[src/rtl/sine_period_detector.sv]
// Receive-side period monitor for an unsigned, offset-binary sine sample stream.
// Detects rising midscale crossings with hysteresis, counts valid samples per
// cycle and reports period, lock and stall timeout.
// Optional build macro: PEAK_TRACK_EN adds per-period max/min sample tracking;
// without it peak_out/trough_out are tied to zero.
module sine_period_detector #(
   parameter int unsigned        DATA_W     = 16,
   parameter int unsigned        CNT_W      = 11,
   parameter logic [DATA_W-1:0]  MIDSCALE   = 16'h8000,
   parameter logic [DATA_W-1:0]  HYST       = 16'h0100,
   parameter int unsigned        MAX_PERIOD = 2047
) (
   input  logic              clk,
   input  logic              rst,
   input  logic [DATA_W-1:0] sample_in,
   input  logic              sample_valid,
   output logic [CNT_W-1:0]  period_out,
   output logic              period_valid,
   output logic              locked,
   output logic              timeout,
   output logic [DATA_W-1:0] peak_out,
   output logic [DATA_W-1:0] trough_out
);

   localparam logic [DATA_W-1:0] LO       = MIDSCALE - HYST;
   localparam logic [DATA_W-1:0] HI       = MIDSCALE + HYST;
   localparam logic [CNT_W-1:0]  CNT_MAX  = CNT_W'(MAX_PERIOD);
   localparam logic [CNT_W-1:0]  CNT_PRE  = CNT_W'(MAX_PERIOD - 1);

   typedef enum logic [1:0] {StUnk, StLow, StHigh} level_e;

   level_e             r_level;
   logic [CNT_W-1:0]   r_cnt;
   logic               r_armed;
   logic               r_has_prev;

   logic               w_below;
   logic               w_above;
   logic               w_cross;
   logic               w_reach;
   logic [CNT_W-1:0]   w_cnt_inc;

   assign w_below   = (sample_in < LO);
   assign w_above   = (sample_in >= HI);
   // Only a LOW -> HIGH transition is a rising crossing; UNK -> HIGH is not.
   assign w_cross   = sample_valid && (r_level == StLow) && w_above;
   // Non-crossing sample that brings (or keeps) the counter at saturation.
   assign w_reach   = sample_valid && !w_cross && (r_cnt >= CNT_PRE);
   assign w_cnt_inc = r_cnt + 1'b1;

   // Level FSM, sample counter and period/lock/timeout reporting.
   always_ff @(posedge clk or posedge rst) begin
      if (rst) begin
         r_level      <= StUnk;
         r_cnt        <= '0;
         r_armed      <= 1'b0;
         r_has_prev   <= 1'b0;
         period_out   <= '0;
         period_valid <= 1'b0;
         locked       <= 1'b0;
         timeout      <= 1'b0;
      end else begin
         period_valid <= 1'b0;
         if (sample_valid) begin
            case (r_level)
               StUnk: begin
                  if (w_below) begin
                     r_level <= StLow;
                  end else if (w_above) begin
                     r_level <= StHigh;
                  end
               end
               StLow: begin
                  if (w_above) begin
                     r_level <= StHigh;
                  end
               end
               StHigh: begin
                  if (w_below) begin
                     r_level <= StLow;
                  end
               end
               default: r_level <= StUnk;
            endcase

            if (w_cross) begin
               // Crossing wins over saturation on the same sample.
               r_cnt   <= '0;
               timeout <= 1'b0;
               if (r_armed) begin
                  period_out   <= w_cnt_inc;
                  period_valid <= 1'b1;
                  locked       <= r_has_prev && (w_cnt_inc == period_out);
                  r_has_prev   <= 1'b1;
               end else begin
                  r_armed <= 1'b1;
               end
            end else if (w_reach) begin
               // Stall: drop lock and history; period_out keeps the last value.
               r_cnt      <= CNT_MAX;
               timeout    <= 1'b1;
               locked     <= 1'b0;
               r_armed    <= 1'b0;
               r_has_prev <= 1'b0;
            end else begin
               r_cnt <= w_cnt_inc;
            end
         end
      end
   end

`ifdef PEAK_TRACK_EN
   logic [DATA_W-1:0] r_max;
   logic [DATA_W-1:0] r_min;
   logic [DATA_W-1:0] w_max_nxt;
   logic [DATA_W-1:0] w_min_nxt;

   assign w_max_nxt = (sample_in > r_max) ? sample_in : r_max;
   assign w_min_nxt = (sample_in < r_min) ? sample_in : r_min;

   // Running max/min since the last crossing; published alongside period_valid.
   always_ff @(posedge clk or posedge rst) begin
      if (rst) begin
         r_max      <= '0;
         r_min      <= '1;
         peak_out   <= '0;
         trough_out <= '0;
      end else if (sample_valid) begin
         if (w_cross) begin
            if (r_armed) begin
               peak_out   <= w_max_nxt;
               trough_out <= w_min_nxt;
            end
            r_max <= sample_in;
            r_min <= sample_in;
         end else if (w_reach) begin
            r_max <= sample_in;
            r_min <= sample_in;
         end else begin
            r_max <= w_max_nxt;
            r_min <= w_min_nxt;
         end
      end
   end
`else
   assign peak_out   = '0;
   assign trough_out = '0;
`endif

endmodule
[config.mk]
export PLATFORM = sky130hd
export DESIGN_NAME = sine_period_detector
export DESIGN_NICKNAME = d
export VERILOG_FILES = /design/src/rtl/sine_period_detector.sv
export SDC_FILE = /design/constraint.sdc
export NUM_CORES = 1
export LEC_CHECK = 0
export ABC_AREA = 0
export BUFFER_PORTS_ARGS = -buffer_cell sky130_fd_sc_hd__buf_4
export CAP_MARGIN = 25
export CELL_PAD_IN_SITES_DETAIL_PLACEMENT = 2
export CELL_PAD_IN_SITES_GLOBAL_PLACEMENT = 2
export CORE_MARGIN = 4
export CORE_UTILIZATION = 29
export CTS_CLUSTER_DIAMETER = 120
export DETAILED_ROUTE_END_ITERATION = 10
export PLACE_DENSITY_LB_ADDON = 0.1
export SETUP_SLACK_MARGIN = 0.05
export SLEW_MARGIN = 10
export SYNTH_ARGS = -nofsm -noshare
export SYNTH_HDL_FRONTEND = slang
export SYNTH_SLANG_ARGS = --single-unit
[constraint.sdc]
create_clock -name clk -period 2.8 [get_ports clk]
set_clock_uncertainty 0.1 [all_clocks]
set_input_delay 0.14 -clock clk [delete_from_list [all_inputs] [get_ports clk]]
set_output_delay 0.14 -clock clk [all_outputs]
set_load 0.02 [all_outputs]
==> qor.yml <==
hold_start: "sample_valid"
setup-tns-final_ns: 0
synth_cells: 233
power_mw: 2.04
core_area_sq_um: 6760
syn_to_final_growth_pct: 13.9
wirelength_um: 5770
max_freq_mhz: 399
synth_edf_count: 0
antenna_left: 0
ys_seq_elements: 29
die_h_um: 91.3
r2r_start: "r_cnt[0]"
die_x_um: 91.3
setup_viol: 0
cp_data_required_time_ns: 2.91
overflow: 0
cts.sinks: 29
vias_per_cell: 4.93
initial_core_util_pct: 29.8
vias: 1691
worstMarginPinSlew_ns: 0.676
status: "finished, final reports clean"
p_per_area_nw_per_um2: 890
ys_seq_area_share_pct: 36.1
synth_cell_types: 47
final_area_sq_um: 2290
leakagePower_nw: 1.03
grt_max_degree: 23
max-vdd-ir-drop_mv: 0.173
grt_pass1_wl_um: 9780
end_kind: "flop"
ioPinCount: 65
synth-async-reset-ratio_pct: 100
grt_pass1_vias: 1871
cts_tree: "yes"
layout.cells.non_filler: 343
drt-initial-drc-count: 43
die_area_sq_um: 8330
layout.nets: 283
clkTransAtPathRegs_ns: 0.07
io_buffers: 24
fin_crit_ns: 2.50
antenna_cells: 0
layout-drive-gt1-share_pct: 18.3
cap_violations: 0
synth.area.top_cells: "dfrtp_1, buf_4, xnor2_1"
crit_fanout: 6
path_class: "flop to flop"
drv_slew: 0
gp_congestion: 0.730
yosys.area.top_type: "dfrtp_1"
grt_usage_pct: 15.0
critPathLaunchType: "flop"
cts_max_path_buffers: 2
htreeDepth: 2
synth_top_area_share_pct: 36.1
rows: 30
drtPass1Iterations: 4
fin_crit_sh_pct: 89.4
cts_resized: 0
relSlewSlack_pct: 54.9
antenna_found_initial: 0
cp-startpoint: "r_cnt[0]"
rsz0062_at_grt: "false"
yosysWarningCount: 0
drc: 0
wl_per_cell_um: 16.8
synth_ff_type: "dfrtp_1"
postSynthAreaPerCell_sq_um: 8.63
syn-cell-area_sq_um: 2010
clockRootBuffer: "clkbuf_8"
hp-class: "primary input to flop"
cp.arrival_ns: 2.62
placed_area_sq_um: 2180
cts_buffers: 5
insertion_delay_ns: 0.29
dpl.cell_count: 334
hold_viol: 0
hpwl_um: 4450
synth_stat cells, types with 4 or more instances:
| cell | instances |
|---|---|
| nand3_1 | 6 |
| a31oi_1 | 7 |
| a21oi_1 | 17 |
| and3_1 | 4 |
| buf_4 | 32 |
| dfrtp_1 | 29 |
| clkbuf_1 | 9 |
| nor2_1 | 11 |
| xnor2_1 | 14 |
| o22a_1 | 4 |
| nand2_1 | 21 |
| o21ai_0 | 22 |
| inv_1 | 9 |
flip-flops by register name, indices dropped and copies added, names as in the netlist:
register and flops:
locked 1, r_armed 1, period_valid 1, r_cnt 11, r_level 2, period_out 11
timeout 1, r_has_prev 1
per-stage QoR:
step                      hold WS [ns]  setup WS [ns]  util [%]
after floorplan                  0.118          0.478         -
after global placement           0.176          0.344      32.3
after detailed placement         0.197          0.273      32.3
after CTS                       0.0828          0.254      33.9
after global routing             0.103         0.0677      33.9
final                           0.0808          0.296      33.9
cells by family (layout without fill, tap and decap cells):
logic type,after synthesis,after routing,share of synthesized area (%)
simple gates,63,63,17.0
compound gates,69,69,21.6
xor+xnor,16,16,6.97
other cells,1,32,0.186
fa+ha+maj,2,2,1.24
flops,29,29,36.1
buf+inv,52,51,16.4
mux,1,1,0.498
area by class of cell:
class | instances | area, sq um
Clock buffer | 7 | 96.3
Clock inverter | 1 | 5.00
Fill cell | 806 | 4470
Inverter | 9 | 33.8
Multi-Input combinational cell | 183 | 1070
Sequential cell | 29 | 726
Tap cell | 80 | 100
Timing Repair Buffer | 34 | 258
per-layer routing:
layer | track usage, % | routed length, um
met5 | 0 | 0
met3 | 3.31 | 173
met4 | 4.52 | 76
met1 | 19.4 | 2760
met2 | 24.8 | 2760
final timing paths:
| kind | endpoint | slack, ns | depth (start not counted) |
|---|---|---|---|
| worst max-delay path | locked | 0.30 | 7 |
| worst min-delay path | r_cnt[2] | 0.08 | 2 |
| worst max register to register | locked | 0.30 | 7 |
| worst min register to register | r_has_prev | 0.42 | 1 |
| max in group asynchronous | r_cnt[7] | 1.50 | 4 |
| min in group asynchronous | r_cnt[2] | 0.41 | 3 |
report_power, final:
group          leakage [nW]  internal, mW  switching [mW]
clock                0.0542         0.222           0.170
sequential            0.370         0.555           0.204
combinational         0.607         0.387           0.500
total                  1.03          1.16           0.873
cells in the final DEF (no fill, tap or decap), types with 2 or more instances in the layout:
cell type   n
a211oi_1    2
o221ai_1    2
nor2_1     11
o21a_1      2
a31oi_1     7
xor2_1      2
nor4_1      2
conb_1     32
nand2b_1    3
nor3_1      3
ha_1        2
buf_4      33
o211ai_1    2
and3_1      4
xnor2_1    14
o22a_1      4
nand3_1     6
a311oi_1    2
dfrtp_1    29
a21oi_1    17
o21ai_0    22
clkbuf_8    7
nand2_1    21
inv_1       9
or3_1       2
critical path, stage by stage (launching register included):
cell and delay (ns):
dfrtp_1 0.46, ha_1 0.20, nand3_1 0.23, or3_1 0.48, xor2_1 0.18, xnor2_1 0.13, or4_1 0.51, o21ai_1 0.13
what timing repair did:
item	4_1_cts	5_1_grt
hold endpoints to repair	14	0
buffers inserted	0	0
hold buffers	1	0
Note: power is estimated with default switching activity, not from simulation.
